===== src/rtl/seg_pkg.sv =====
// seg_pkg: shared 7-segment constants, decode table and scan states.
// Segments are active-low, packed as {a,b,c,d,e,f,g} = seg[6:0].
package seg_pkg;

    localparam logic [6:0] SEG_OFF = 7'h7F;

    // Bit position of each segment inside seg[6:0].
    typedef enum logic [2:0] {
        SEG_G, SEG_F, SEG_E, SEG_D, SEG_C, SEG_B, SEG_A
    } seg_bit_t;

    // Active-low glyphs, entry n = hex digit n.
    localparam logic [15:0][6:0] SEG_TAB = {
        7'h38, 7'h30, 7'h42, 7'h31,
        7'h60, 7'h08, 7'h04, 7'h00,
        7'h0F, 7'h20, 7'h24, 7'h4C,
        7'h06, 7'h12, 7'h4F, 7'h01
    };

    typedef enum logic {
        ST_GUARD,
        ST_DRIVE
    } scan_state_t;

endpackage


===== src/rtl/hex7seg_dec.sv =====
// hex7seg_dec: combinational hex nibble to active-low 7-segment glyph.
// One instance is shared by all digits of the scan controller.
module hex7seg_dec
    import seg_pkg::*;
(
    input  logic [3:0] nib,
    output logic [6:0] seg
);

    assign seg = SEG_TAB[nib];

endmodule


===== src/rtl/seg_scan_ctrl.sv =====
// seg_scan_ctrl: multiplexed scan of an NDIG-digit common-anode display.
// New values enter a one-slot pending buffer and go live at frame ends.
module seg_scan_ctrl
    import seg_pkg::*;
#(
    parameter int NDIG    = 8,
    parameter int DWELL   = 1000,
    parameter int GUARD   = 2,
    parameter int LZ_SUPP = 1
) (
    input  logic              clk,
    input  logic              rst_n,
    input  logic              upd_valid,
    output logic              upd_ready,
    input  logic [4*NDIG-1:0] upd_data,
    input  logic [NDIG-1:0]   upd_dp,
    input  logic              blank_en,
    output logic [NDIG-1:0]   dig_sel,
    output logic [6:0]        seg,
    output logic              seg_dp,
    output logic              frame_tick
);

    localparam int CW = $clog2(DWELL);
    localparam int IW = $clog2(NDIG);
    localparam logic [CW-1:0] CNT_LAST  = CW'(DWELL - 1);
    localparam logic [CW-1:0] GUARD_END = CW'(GUARD - 1);
    localparam logic [IW-1:0] IDX_LAST  = IW'(NDIG - 1);
    localparam logic [NDIG-1:0] ONE_HOT = {{(NDIG-1){1'b0}}, 1'b1};

    logic [CW-1:0]        dwell_cnt;
    logic [IW-1:0]        idx;
    scan_state_t          state;
    scan_state_t          state_nxt;
    logic [NDIG-1:0][3:0] act_data;
    logic [NDIG-1:0][3:0] pend_data;
    logic [NDIG-1:0]      act_dp;
    logic [NDIG-1:0]      pend_dp;
    logic                 pend_full;
    logic                 dwell_wrap;
    logic                 boundary;
    logic                 xfer;
    logic                 upper_zero;
    logic [NDIG-1:0]      supp;
    logic [3:0]           cur_nib;
    logic [6:0]           cur_seg;
    logic [NDIG-1:0]      dig_sel_nxt;
    logic [6:0]           seg_nxt;
    logic                 seg_dp_nxt;

    assign dwell_wrap = (dwell_cnt == CNT_LAST);
    assign boundary   = dwell_wrap && (idx == IDX_LAST);
    assign upd_ready  = !pend_full;
    assign xfer       = upd_valid && upd_ready;
    assign cur_nib    = act_data[idx];

    hex7seg_dec u_dec (
        .nib (cur_nib),
        .seg (cur_seg)
    );

    // Dwell counter and digit index; idx steps once per dwell wrap.
    always_ff @(posedge clk or negedge rst_n) begin
        if (!rst_n) begin
            dwell_cnt <= '0;
            idx       <= '0;
        end else if (dwell_wrap) begin
            dwell_cnt <= '0;
            idx       <= (idx == IDX_LAST) ? '0 : idx + IW'(1);
        end else begin
            dwell_cnt <= dwell_cnt + CW'(1);
        end
    end

    // Pending slot fills on handshake, drains into active at frame end.
    always_ff @(posedge clk or negedge rst_n) begin
        if (!rst_n) begin
            act_data  <= '0;
            act_dp    <= '0;
            pend_data <= '0;
            pend_dp   <= '0;
            pend_full <= 1'b0;
        end else if (boundary && pend_full) begin
            act_data  <= pend_data;
            act_dp    <= pend_dp;
            pend_full <= 1'b0;
        end else if (xfer) begin
            pend_data <= upd_data;
            pend_dp   <= upd_dp;
            pend_full <= 1'b1;
        end
    end

    // A digit is blanked when it and every digit above it are zero.
    always_comb begin
        upper_zero = 1'b1;
        supp       = '0;
        for (int i = NDIG - 1; i >= 0; i--) begin
            upper_zero = upper_zero && (act_data[i] == 4'h0);
            supp[i]    = (LZ_SUPP != 0) && (i != 0) && upper_zero;
        end
    end

    // Guard/drive state register.
    always_ff @(posedge clk or negedge rst_n) begin
        if (!rst_n) begin
            state <= ST_GUARD;
        end else begin
            state <= state_nxt;
        end
    end

    // Next state and next output values for the selected digit.
    always_comb begin
        state_nxt   = state;
        dig_sel_nxt = '1;
        seg_nxt     = SEG_OFF;
        seg_dp_nxt  = 1'b1;
        unique case (state)
            ST_GUARD: begin
                if (dwell_cnt == GUARD_END) state_nxt = ST_DRIVE;
            end
            ST_DRIVE: begin
                if (dwell_wrap) state_nxt = ST_GUARD;
                if (!blank_en) dig_sel_nxt = ~(ONE_HOT << idx);
                seg_nxt    = supp[idx] ? SEG_OFF : cur_seg;
                seg_dp_nxt = !act_dp[idx];
            end
        endcase
    end

    // Registered pin drivers; reset forces the display dark at once.
    always_ff @(posedge clk or negedge rst_n) begin
        if (!rst_n) begin
            dig_sel    <= '1;
            seg        <= SEG_OFF;
            seg_dp     <= 1'b1;
            frame_tick <= 1'b0;
        end else begin
            dig_sel    <= dig_sel_nxt;
            seg        <= seg_nxt;
            seg_dp     <= seg_dp_nxt;
            frame_tick <= boundary;
        end
    end

endmodule


===== config.mk =====
export PLATFORM = sky130hd
export DESIGN_NAME = seg_scan_ctrl
export DESIGN_NICKNAME = d
export VERILOG_FILES = /design/src/rtl/seg_pkg.sv /design/src/rtl/hex7seg_dec.sv /design/src/rtl/seg_scan_ctrl.sv
export SDC_FILE = /design/constraint.sdc
export NUM_CORES = 1
export LEC_CHECK = 0
export CORE_MARGIN = 2
export CORE_UTILIZATION = 50
export DETAILED_ROUTE_END_ITERATION = 10
export PLACE_DENSITY = 0.75
export REMOVE_ABC_BUFFERS = 1
export SKIP_LAST_GASP = 1
export SLEW_MARGIN = 20
export SYNTH_ARGS = -nofsm -noshare
export SYNTH_HDL_FRONTEND = slang
export SYNTH_HIERARCHICAL = 1
export SYNTH_SLANG_ARGS = --single-unit

===== constraint.sdc =====
create_clock -name clk -period 2.5 [get_ports clk]
set_input_delay 0.25 -clock clk [delete_from_list [all_inputs] [get_ports clk]]
set_output_delay 0.25 -clock clk [all_outputs]
set_load 0.02 [all_outputs]

==> impl_metrics.yaml <==
run_status:
  status: "finished, final reports clean"
die:
  boundaryPins: 62
  dieArea_um2: 11300
  die_w_um: 106
  row_count: 37
  core_area_um2: 10200
  initial_core_util: 0.510
  die_h_um: 106
sta:
  fin_skew_ps: 9.28
  setup_ws_ps: 151
  setup_viol: 0
  worst_pin_slew_ps: 611
  grt_setup_unrepaired: "yes"
  fmaxAchievable_mhz: 426
  tns_ps: 0
  max-slew-margin-rel: 0.591
  whs_ps: 428
  fin_crit_ps: 2350
  slew_viol_final: 0
  hold_viol_final: 0
  fin_crit_sh: 0.940
yosys:
  synth_adder_area_share: 0.0360
  ys_types: 47
  synth_flop_cell: "dfrtp_1"
  synth.area.top_cells: "dfrtp_1, mux2_4, mux2_2"
  async_flop_share: 1.00
  synth_top_cell_area_share: 0.461
  syn_area_um2: 5210
  ys_ff_latch: 112
  synth-xor-area-share: 0.00672
  synth_commonest_cells: "dfrtp_1, mux2_2, mux2_4, nand2_1, dfstp_2"
  syn_avg_cell_area_um2: 13.9
  synth-simple-area-share: 0.0905
  ys_seq_area_frac: 0.541
  yosysWarnings: 6
  synth_compound_area_frac: 0.0487
  synth_edf_count: 0
  synth_top_area_cell: "dfrtp_1"
  synth_most_common_cell: "dfrtp_1"
  synth_top_family_by_area: "multiplexers"
  syn_inst: 376
  synth_mux_area_frac: 0.248
layout:
  drive_gt1_frac: 0.333
  finalNetCount: 499
  num_antenna_cells: 0
  fillers: 769
  finalCoreUtilization: 0.613
  layoutNonFillerInstCount: 581
  multiInputGateArea_um2: 2260
  syn_to_final_growth_pct: 20.2
  regArea_um2: 2820
global_routing:
  grt_max_degree: 66
  gr-total-overflow: 0
  grt_pass1_wl_um: 15900
  grt_pass1_vias: 3111
  grt_antenna_before_repair: 0
  groute.usage.overall: 0.179
power:
  p_int_mw: 2.53
  pwr-share-seq: 0.596
  power-per-cell-area_nw_per_um2: 520
  p_clk_frac: 0.345
  ir_drop_mv: 0.306
  leakagePower_nw: 2.81
  swShare: 0.224
  p_switching_uw: 730
  combPwrFrac: 0.059
setup_path:
  ff2ff_setup_slack_ps: 150
  worst-path-max-fanout: 12
  rr_endpoint: "seg[6]"
  ff2ff_path_depth: 10
  cp.arrival_ps: 2620
  start_kind: "register"
  cp_cell_sequence: "buf_12 -> mux4_2 -> nand2_1 -> nand2_1 -> or2_2 -> o21ai_0 -> o21ai_0 -> inv_1 -> and3_1 -> a32oi_1"
  worstReg2RegStart: "idx[0]"
  critPathCaptureType: "register"
  max_stage_delay_ps: 500
  worstSetupPathType: "reg -> reg"
  crit_family: "simple AND/OR/NAND/NOR gates"
  path_buf_inv: 2
  critical_path_required_ps: 2770
  cp_slowest_cell: "mux4_2"
placed_design:
  pre_cts_ws_ps: 92.9
  port_buffers: 61
  globalplace.congestion: 0.852
  dp_hpwl_um: 6760
  place_inst: 563
route:
  vias: 3130
  drtIter0Drc: 119
  drt_wl_total_um: 9320
  drt-vias-per-instance: 5.39
  wl_per_cell_um: 16.0
  ant_nets: 0
  dr.pass1.iters: 4
  drc: 0
cts:
  cts_buffer_depth: 2
  clkTransAtPathRegs_ps: 100
  cts_tree: "done"
  cts-root-buf: "clkbuf_8"
  htree_levels: 3
  cts_buffers: 9
  clk_latency_ps: 370
  cts_sinks: 112
min_path:
  min_path_type: "in -> async"
flow_run:
  drv_cap: 0
## sequential cells by signal, summed over array words and instances (netlist names), 3 cells and up
name,flops
act_data,32
dig_sel,8
pend_dp,8
idx,3
dwell_cnt,10
seg,7
pend_data,32
act_dp,8
## worst reg2reg max path: cells and delay by family (launching register included)
family | cells | cell delay, ps
AOI/OAI and AO/OA | 3 | 220
buffers and inverters | 2 | 240
DFF | 1 | 420
muxes | 1 | 500
and+or+nand+nor | 4 | 890
## worst max path at each step
stage	start	end	slack (ps)	depth (start not counted)
floorplan	pend_full	pend_data[0]	-280	2
global placement	idx[0]	seg[6]	190	12
detailed placement	idx[0]	seg[3]	90	11
CTS	idx[0]	seg[6]	70	12
global route	idx[0]	seg[6]	-70	12
finish	idx[0]	seg[6]	150	10
## layout by cell type (no fill, tap or decap), types with 2 or more instances in the layout
cell type / count
a21oi_1: 4
a32oi_1: 7
and3_1: 2
buf_12: 5
buf_4: 6
clkbuf_8: 10
clkdlybuf4s50_1: 60
clkinv_4: 3
dfrtp_1: 96
dfstp_2: 16
ha_1: 14
inv_1: 7
mux2_2: 42
mux2_4: 39
mux4_2: 10
nand2_1: 26
nand2_2: 2
nand3_1: 11
nor2_1: 13
nor2b_1: 8
nor3_1: 2
nor4_1: 4
o211ai_1: 2
o21a_1: 3
o21ai_0: 11
o21ai_1: 2
o22ai_1: 2
or3_1: 3
or4_1: 4
xnor2_1: 2
xor2_1: 2
## logic make-up (layout without fill, tap and decap cells)
kind of cell	after synthesis	after routing
compound gates	38	38
xor+xnor	4	4
fa+ha+maj	15	15
buf+inv	29	98
flops	112	112
mux	92	92
simple gates	86	86
## power by group through the flow
| stage | logic [mW] | registers (mW) | clock network (mW) |
|---|---|---|---|
| finish | 0.193 | 1.94 | 1.12 |
| global route | 0.214 | 1.95 | 1.23 |
| CTS | 0.198 | 1.94 | 1.16 |
| detailed placement | 0.197 | 1.98 | 0 |
| global placement | 0.188 | 1.98 | 0 |
| floorplan | 0.0775 | 1.96 | 0 |
## layer usage
layer  vias up  wire (um)  global-route usage
li1       1484          -                   -
met1      1567       4360               0.257
met2        72       4580               0.283
met3         7        312              0.0245
met4         0         74              0.0630
met5         -          0                   0
## per-stage QoR
stage | power, mW | area [um^2]
final | 3.26 | 6270
after global routing | 3.40 | 6270
after global placement | 2.16 | 6020
after floorplan | 2.04 | 5100
after detailed placement | 2.18 | 6020
after CTS | 3.30 | 6240
## timing repair
item                                    in CTS  in global routing
hold buffers                                 1                  0
resized for setup                            0                  7
setup buffers                                0                  1
endpoints found under the setup margin       0                  2
hold endpoints to repair                    32                  0
## layout make-up
cell class	instances	area share
clock buffer	10	0.0220
clock inverter	6	0.0122
sequential	112	0.450
multi-input combinational	235	0.361
timing repair buffer	72	0.121
tap	136	0.0272
inverter	10	0.00639
No activity file was read; power rests on OpenSTA's default activity.
